===== config.mk =====
export PLATFORM = sky130hd
export DESIGN_NAME = tamagotchi_visor_estados
export DESIGN_NICKNAME = d
export VERILOG_FILES = /design/src/rtl/tamagotchi_pkg.sv /design/src/rtl/tamagotchi_prioridad_critica.sv /design/src/rtl/tamagotchi_visor_estados.sv
export SDC_FILE = /design/constraint.sdc
export NUM_CORES = 1
export LEC_CHECK = 0
export ABC_AREA = 1
export ABC_CLOCK_PERIOD_IN_PS = 2900
export BUFFER_PORTS_ARGS = -buffer_cell sky130_fd_sc_hd__buf_2
export CAP_MARGIN = 20
export CELL_PAD_IN_SITES_DETAIL_PLACEMENT = 1
export CELL_PAD_IN_SITES_GLOBAL_PLACEMENT = 2
export CORE_UTILIZATION = 30
export DETAILED_ROUTE_END_ITERATION = 10
export GPL_TIMING_DRIVEN = 0
export PLACE_DENSITY = 0.83
export SLEW_MARGIN = 5
export SYNTH_ARGS = -nofsm -noshare
export SYNTH_HDL_FRONTEND = slang
export SYNTH_SLANG_ARGS = --single-unit

===== constraint.sdc =====
create_clock -name clk -period 2.9 [get_ports clk]
set_input_delay 0.29 -clock clk [delete_from_list [all_inputs] [get_ports clk]]
set_output_delay 0.29 -clock clk [all_outputs]
set_load 0.02 [all_outputs]

===== src/rtl/tamagotchi_pkg.sv =====
// Shared definitions for the Tamagotchi status viewer.
// Modo encodings, default indicator indices and level width.
package tamagotchi_pkg;

  typedef enum logic [1:0] {
    MODO_AUTO   = 2'b00,
    MODO_MANUAL = 2'b01,
    MODO_ALERTA = 2'b10
  } modo_e;

  localparam int IND_ANIMO    = 0;
  localparam int IND_ENERGIA  = 1;
  localparam int IND_DESCANSO = 2;
  localparam int IND_SALUD    = 3;

  localparam int ANCHO_NIVEL_DEF = 2;

endpackage


===== src/rtl/tamagotchi_prioridad_critica.sv =====
// Flags critical indicators and picks the lowest-index one.
// Purely combinational.
module tamagotchi_prioridad_critica
  import tamagotchi_pkg::*;
#(
  parameter int NUM_IND     = 4,
  parameter int ANCHO_NIVEL = ANCHO_NIVEL_DEF,
  parameter int UMBRAL      = 0,
  parameter int IW          = 2
) (
  input  logic [NUM_IND*ANCHO_NIVEL-1:0] Niveles,
  output logic                           any_crit,
  output logic [IW-1:0]                  first_crit
);

  // Thresholds above the level range make every level critical.
  localparam logic [ANCHO_NIVEL-1:0] UMB =
    (UMBRAL >= (2 ** ANCHO_NIVEL)) ? '1 : ANCHO_NIVEL'(UMBRAL);

  always_comb begin
    any_crit   = 1'b0;
    first_crit = '0;
    for (int i = NUM_IND - 1; i >= 0; i--) begin
      if (Niveles[i*ANCHO_NIVEL +: ANCHO_NIVEL] <= UMB) begin
        any_crit   = 1'b1;
        first_crit = IW'(i);
      end
    end
  end

endmodule


===== src/rtl/tamagotchi_visor_estados.sv =====
// Display focus selector: auto rotation, manual stepping
// and pre-emptive lock onto critical indicators.
module tamagotchi_visor_estados
  import tamagotchi_pkg::*;
#(
  parameter int NUM_IND       = 4,
  parameter int ANCHO_NIVEL   = ANCHO_NIVEL_DEF,
  parameter int TIEMPO_CAMBIO = 5,
  parameter int TIEMPO_MANUAL = 10,
  parameter int UMBRAL_ALERTA = 0,
  parameter int IW = (NUM_IND > 1) ? $clog2(NUM_IND) : 1
) (
  input  logic                           clk,
  input  logic                           B_Reset,
  input  logic                           tick_1s,
  input  logic                           B_Test,
  input  logic [NUM_IND*ANCHO_NIVEL-1:0] Niveles,
  output logic [NUM_IND-1:0]             Viendo,
  output logic [IW-1:0]                  Indice,
  output logic [ANCHO_NIVEL-1:0]         Nivel_Visible,
  output logic                           Alerta,
  output logic [1:0]                     Modo
);

  localparam int TMAX =
    (TIEMPO_CAMBIO > TIEMPO_MANUAL) ? TIEMPO_CAMBIO : TIEMPO_MANUAL;
  localparam int CW = (TMAX > 1) ? $clog2(TMAX) : 1;
  localparam logic [CW-1:0] FIN_AUTO = CW'(TIEMPO_CAMBIO - 1);
  localparam logic [CW-1:0] FIN_MAN  = CW'(TIEMPO_MANUAL - 1);
  localparam logic [IW-1:0] ULTIMO   = IW'(NUM_IND - 1);

  modo_e           modo_q, modo_n;
  logic [IW-1:0]   idx_q, idx_n;
  logic [CW-1:0]   cnt_q, cnt_n;
  logic [NUM_IND-1:0] viendo_q;
  logic            alerta_q;
  logic            btn_q;
  logic            press;
  logic            any_crit;
  logic [IW-1:0]   first_crit;
  logic [IW-1:0]   idx_sig;
  logic [IW-1:0]   idx_mux;

  tamagotchi_prioridad_critica #(
    .NUM_IND     (NUM_IND),
    .ANCHO_NIVEL (ANCHO_NIVEL),
    .UMBRAL      (UMBRAL_ALERTA),
    .IW          (IW)
  ) u_prio (
    .Niveles    (Niveles),
    .any_crit   (any_crit),
    .first_crit (first_crit)
  );

  assign press   = B_Test & ~btn_q;
  // Explicit wrap so non-power-of-two counts never overflow.
  assign idx_sig = (idx_q == ULTIMO) ? '0 : idx_q + 1'b1;

  always_comb begin
    modo_n = modo_q;
    idx_n  = idx_q;
    cnt_n  = cnt_q;
    unique case (modo_q)
      MODO_AUTO: begin
        if (press) begin
          modo_n = MODO_MANUAL;
          idx_n  = idx_sig;
          cnt_n  = '0;
        end else if (any_crit) begin
          modo_n = MODO_ALERTA;
          idx_n  = first_crit;
          cnt_n  = '0;
        end else if (tick_1s) begin
          if (cnt_q == FIN_AUTO) begin
            cnt_n = '0;
            idx_n = idx_sig;
          end else begin
            cnt_n = cnt_q + 1'b1;
          end
        end
      end
      MODO_MANUAL: begin
        if (press) begin
          idx_n = idx_sig;
          cnt_n = '0;
        end else if (tick_1s) begin
          if (cnt_q == FIN_MAN) begin
            modo_n = MODO_AUTO;
            cnt_n  = '0;
          end else begin
            cnt_n = cnt_q + 1'b1;
          end
        end
      end
      MODO_ALERTA: begin
        cnt_n = '0;
        if (press) begin
          modo_n = MODO_MANUAL;
          idx_n  = idx_sig;
        end else if (!any_crit) begin
          modo_n = MODO_AUTO;
        end else begin
          idx_n = first_crit;
        end
      end
      default: begin
        modo_n = MODO_AUTO;
        idx_n  = '0;
        cnt_n  = '0;
      end
    endcase
  end

  always_ff @(posedge clk) begin
    if (!B_Reset) begin
      modo_q   <= MODO_AUTO;
      idx_q    <= IW'(IND_ANIMO);
      cnt_q    <= '0;
      viendo_q <= NUM_IND'(1);
      alerta_q <= 1'b0;
      btn_q    <= 1'b0;
    end else begin
      modo_q   <= modo_n;
      idx_q    <= idx_n;
      cnt_q    <= cnt_n;
      viendo_q <= NUM_IND'(1) << idx_n;
      alerta_q <= any_crit;
      btn_q    <= B_Test;
    end
  end

  assign idx_mux       = B_Reset ? idx_q : '0;
  assign Nivel_Visible = Niveles[idx_mux*ANCHO_NIVEL +: ANCHO_NIVEL];
  assign Viendo        = viendo_q;
  assign Indice        = idx_q;
  assign Alerta        = alerta_q;
  assign Modo          = modo_q;

endmodule


### Word level (Yosys, flattened, before mapping)

Index checks and enable logic that the tools add are counted.
Widths: inputs -> output; s select.

| cells by class | value |
|---|---|
| $add $sub $neg | 2 |
| $lt $le $gt $ge | 4 |
| equal/unequal tests | 12 |
| shifts and indexed selects | 2 |
| mux-type cells | 34 |
| bitwise gates (word level) | 2 |
| reduce and logical (&&, ||, !) cells | 3 |

Operator list:

| operator | number |
|---|---|
| $mux 2 | 20 |
| $mux 4 | 7 |
| $pmux 2 s3 | 2 |
| $ne 3x3->1 const B | 3 |
| $le 2x1->1 const B | 4 |
| $pmux 4 s2 | 1 |
| $shiftx 8x4->2 | 1 |
| $ne 2x2->1 const B | 3 |
| $reduce_and 5->1 | 1 |
| $add 4x1->4 const B | 1 |
| $eq 2x2->1 const B | 2 |
| $eq 4x3->1 const B | 1 |
| $eq 4x4->1 const B | 1 |
| $mux 1 | 4 |
| $ne 4x4->1 const B | 1 |
| $shl 1x2->4 const A | 1 |
| $add 2x1->2 const B | 1 |
| $eq 2x1->1 const B | 1 |
| $logic_not 2->1 | 1 |
| $reduce_and 2->1 | 1 |
| $and 1x1->1 | 1 |
| $not 1->1 | 1 |

| storage, ports and cells | value |
|---|---|
| bits in registers | 14 |
| input bits | 12 |
| output and inout bits | 11 |
| logic and storage cells | 65 |

### Longest topological paths before layout

| logic depth | value |
|---|---|
| word-level depth | 9 |
| gate-level depth with buffers | 13 |
| gate-level depth less buffers | 13 |

### By module

From an unflattened synthesis, not the netlist that was laid out.

| second synthesis, totals | value |
|---|---|
| cell total of the unflattened synthesis | 153 |
| area, all modules | 982.2 µm² |

Modules (own cells, without submodules):

| module | instances | cells an instance | area each (µm²) | seq. area each (µm²) |
|---|---|---|---|---|
| tamagotchi_visor_estados | 1 | 140 | 924.6 | 280.3 |
| tamagotchi_prioridad_critica | 1 | 13 | 57.6 | 0.0 |

### Least setup slack after synthesis

No wires, ideal clock.

| timing | value |
|---|---|
| path type | reg2out |
| start point | register idx_q[0], in the netlist Indice[0] |
| end point | output port Nivel_Visible[0] |
| data arrival time | 1.280 ns |
| path slack | 1.330 ns |
| cell stages (with the launch flop) | 5 |
| path through | dfxtp_1 > nand2_1 > o21ai_0 > a21oi_1 > a31oi_1 |

| on the way | value |
|---|---|
| longest elaborated chain between the ends | 2 |

Ends and longest elaborated chain:

| item | line | text |
|---|---|---|
| start, declared | tamagotchi_visor_estados.sv:33 | `logic [IW-1:0] idx_q, idx_n;` |
| start signal, assigned | tamagotchi_visor_estados.sv:117 | `idx_q <= IW'(IND_ANIMO);` |
| start signal, assigned | tamagotchi_visor_estados.sv:124 | `idx_q <= idx_n;` |
| $mux 2 | tamagotchi_visor_estados.sv:132 | `assign idx_mux = B_Reset ? idx_q : '0;` |
| $shiftx 8x4->2 | tamagotchi_visor_estados.sv:133 | `assign Nivel_Visible = Niveles[idx_mux*ANCHO_NIVEL +: ANCHO_NIVEL];` |
| end, declared | tamagotchi_visor_estados.sv:20 | `output logic [ANCHO_NIVEL-1:0] Nivel_Visible,` |

Every way passes these cells.

### Worst setup path after layout

Ends and elaborated chain as after synthesis.

==> reports/results.ini <==
[route]
dr.first_iter.drc_count = 21
postRouteAntennaNets = 0
drt_pass1_iterations = 3
wirelength_microns = 2690
vias = 1061
viasPerCell = 4.63
drc = 0
wire_per_inst_microns = 11.7

[global_route]
antenna_found_initial = 0
first_global_vias = 1066
grt_max_degree = 11
globalRouteTotalUtil_pct = 16.9
met3_usage_pct = 3.41
grt_overflow = 0
grt_pass1_wl_microns = 4600
gr-usage-met2_pct = 30.1
grt_busiest_layer = met2
grtUsageMet1_pct = 20.1

[floorplanning]
core_area_sq_um = 3150
rows = 20
dieArea_sq_um = 3680
die_w_microns = 60.7
start_util_pct = 32.8
io-pin-count = 23
fp.dieH_microns = 60.7

[timing]
fin_skew_ps = 7.00
rsz0062_at_grt = no
finalMaxSlewViolations = 0
clock.fmax_mhz = 536
relSlewSlack_pct = 79.7
setup_viol = 0
hold_viol_final = 0
setup_ws_ps = 1040
worst_slew_pin_slew_ps = 304
finalCriticalPeriod_ps = 1860
finalSetupTns_ps = 0
holdWs_ps = 222
timing.final.crit_share_pct = 64.3

[yosys]
ys_types = 27
yosysTopAreaCell = dfxtp_1
ys_ff_latch = 14
synth_top_area_share_pct = 27.1
async_reset_ff_share_pct = 0
synth.net_count = 175
synthTopCellsByCount = nand2_1 (31), inv_1 (22), nor2_1 (21)
ys_seq_area_share_pct = 27.1
synthTopCellsByArea = dfxtp_1 (27%), nand2_1 (11%), inv_1 (8.0%), nor2_1 (7.6%), nand2_2 (5.4%)
synthMostInstantiatedCell = nand2_1
synth_area_sq_um = 1030
avgSynthCellArea_sq_um = 6.50
synth_edf_count = 0
synth_cells = 159
yosysWarnings = 0
synth_ff_type = dfxtp_1

[final_layout]
syn_to_final_growth_pct = 19.5
n_antenna_cell = 0
fin_nets = 202
fin_cells = 229
drive_gt1_share_pct = 34.6

[placed_design]
io_buffers = 22
dp_hpwl_microns = 2130
place_inst = 225
gp_congestion = 0.799
pre_cts_slack_ps = 1330

[min_path]
min_path_type = input pin to flop
hp-start = B_Test

[status]
status = finished, final reports clean

[pwr]
combPwrFrac_pct = 37.8
vdd_drop_max_v = 0.000307
p_int_w = 0.000369
switching_power_w = 0.000247
p_seq_share_pct = 37.9
power.total_w = 0.000616
switching_share_pct = 40.0
clockPowerShare_pct = 24.3
p_leak_nw = 0.639
power_density_nw_per_um2 = 499

[setup_path]
path_class = flop to output pin
cp-startpoint = Indice[0]
max_stage_delay_ps = 510
cp_cell_sequence = nand2_1 -> o21ai_0 -> a21oi_1 -> a31oi_1 -> buf_2
startpoint_type = flop
cp_max_fo = 8
arrival_ps = 1570
cpMaxStageDelayCell = dfxtp_1
worstPathRequired_ps = 2610
rr_startpoint = Indice[0]
end_kind = output pin

[cts]
clk_pin_slew_ps = 100
htreeDepth = 1
numCtsBuffers = 3
cts-root-buf = clkbuf_4
cts.sinks = 14
cts_hold_buffers = 0
clkLatencyLatePin_ps = 290
cts_tree = yes
cts_setup_buffers = 0
ctsResizeCount = 0
clock_path_buffers = 2

[flow_run]
drv_cap = 0

## registers in the layout, indices dropped and copies added (netlist names)
signal / flops
Indice: 2
btn_q: 1
cnt_q: 4
Viendo: 4
Modo: 2
Alerta: 1
## metrics by stage
stage               utilization [%]  cell area (sq um)
floorplan                         -               1030
global placement               38.0               1200
detailed placement             38.0               1200
CTS                            39.2               1230
global route                   39.2               1230
finish                         39.2               1230
## worst max-delay path, delay by kind of cell, from the launching register on
kind | cells | cell delay (ps)
and+or+nand+nor | 1 | 200
AOI/OAI and AO/OA | 3 | 380
DFF | 1 | 510
buffers and inverters | 1 | 180
## cells in the final DEF, fill, tap and decap left out, drive strengths merged
cell	Yosys	routed
a21oi	9	9
a31oi	3	3
buf	2	24
clkbuf	0	4
clkinv	1	1
dfxtp	14	14
ha	4	4
inv	31	31
nand2	43	43
nand3	8	8
nand4	2	2
nor2	29	29
nor3	1	1
o21ai	10	10
o22ai	1	1
xnor2	1	1
## power groups by stage
stage                     Clock, W  Combinational (W)  Sequential (W)
final                     0.000150           0.000233        0.000234
after global routing      0.000162           0.000263        0.000237
after CTS                 0.000151           0.000237        0.000235
after detailed placement         0           0.000235        0.000239
after global placement           0           0.000229        0.000238
after floorplan                  0           0.000151        0.000255
## cell families (layout without fill, tap and decap cells)
logic type	after synthesis	in the layout	share of synthesized area (%)
AO/OA/AOI/OAI	23	23	12.7
XOR/XNOR	1	1	0.848
adder cells (fa/ha/maj)	4	4	4.84
buffers and inverters	34	60	13.2
flip-flops	14	14	27.1
AND/OR/NAND/NOR	83	83	41.3
## final timing paths
kind              cells after the start  slack, ps               end
hold reg to reg                       2        570          cnt_q[0]
setup reg to reg                     10       1360         Viendo[1]
hold / removal                        3        220             btn_q
setup / recovery                      5       1040  Nivel_Visible[0]
## metal layers
metal	vias to the layer above	routed length (microns)
li1	540	-
met4	0	27
met3	5	109
met2	21	1350
met5	-	0
met1	495	1200
## layout make-up
type / instances / area, sq um
tap: 44 / 55.1
fill: 453 / 1920
multi-input combinational: 111 / 617
inverter: 32 / 124
buffer: 2 / 12.5
clock buffer: 4 / 36.3
timing repair buffer: 22 / 110
sequential: 14 / 280
Power figures use the tool's default switching activity.
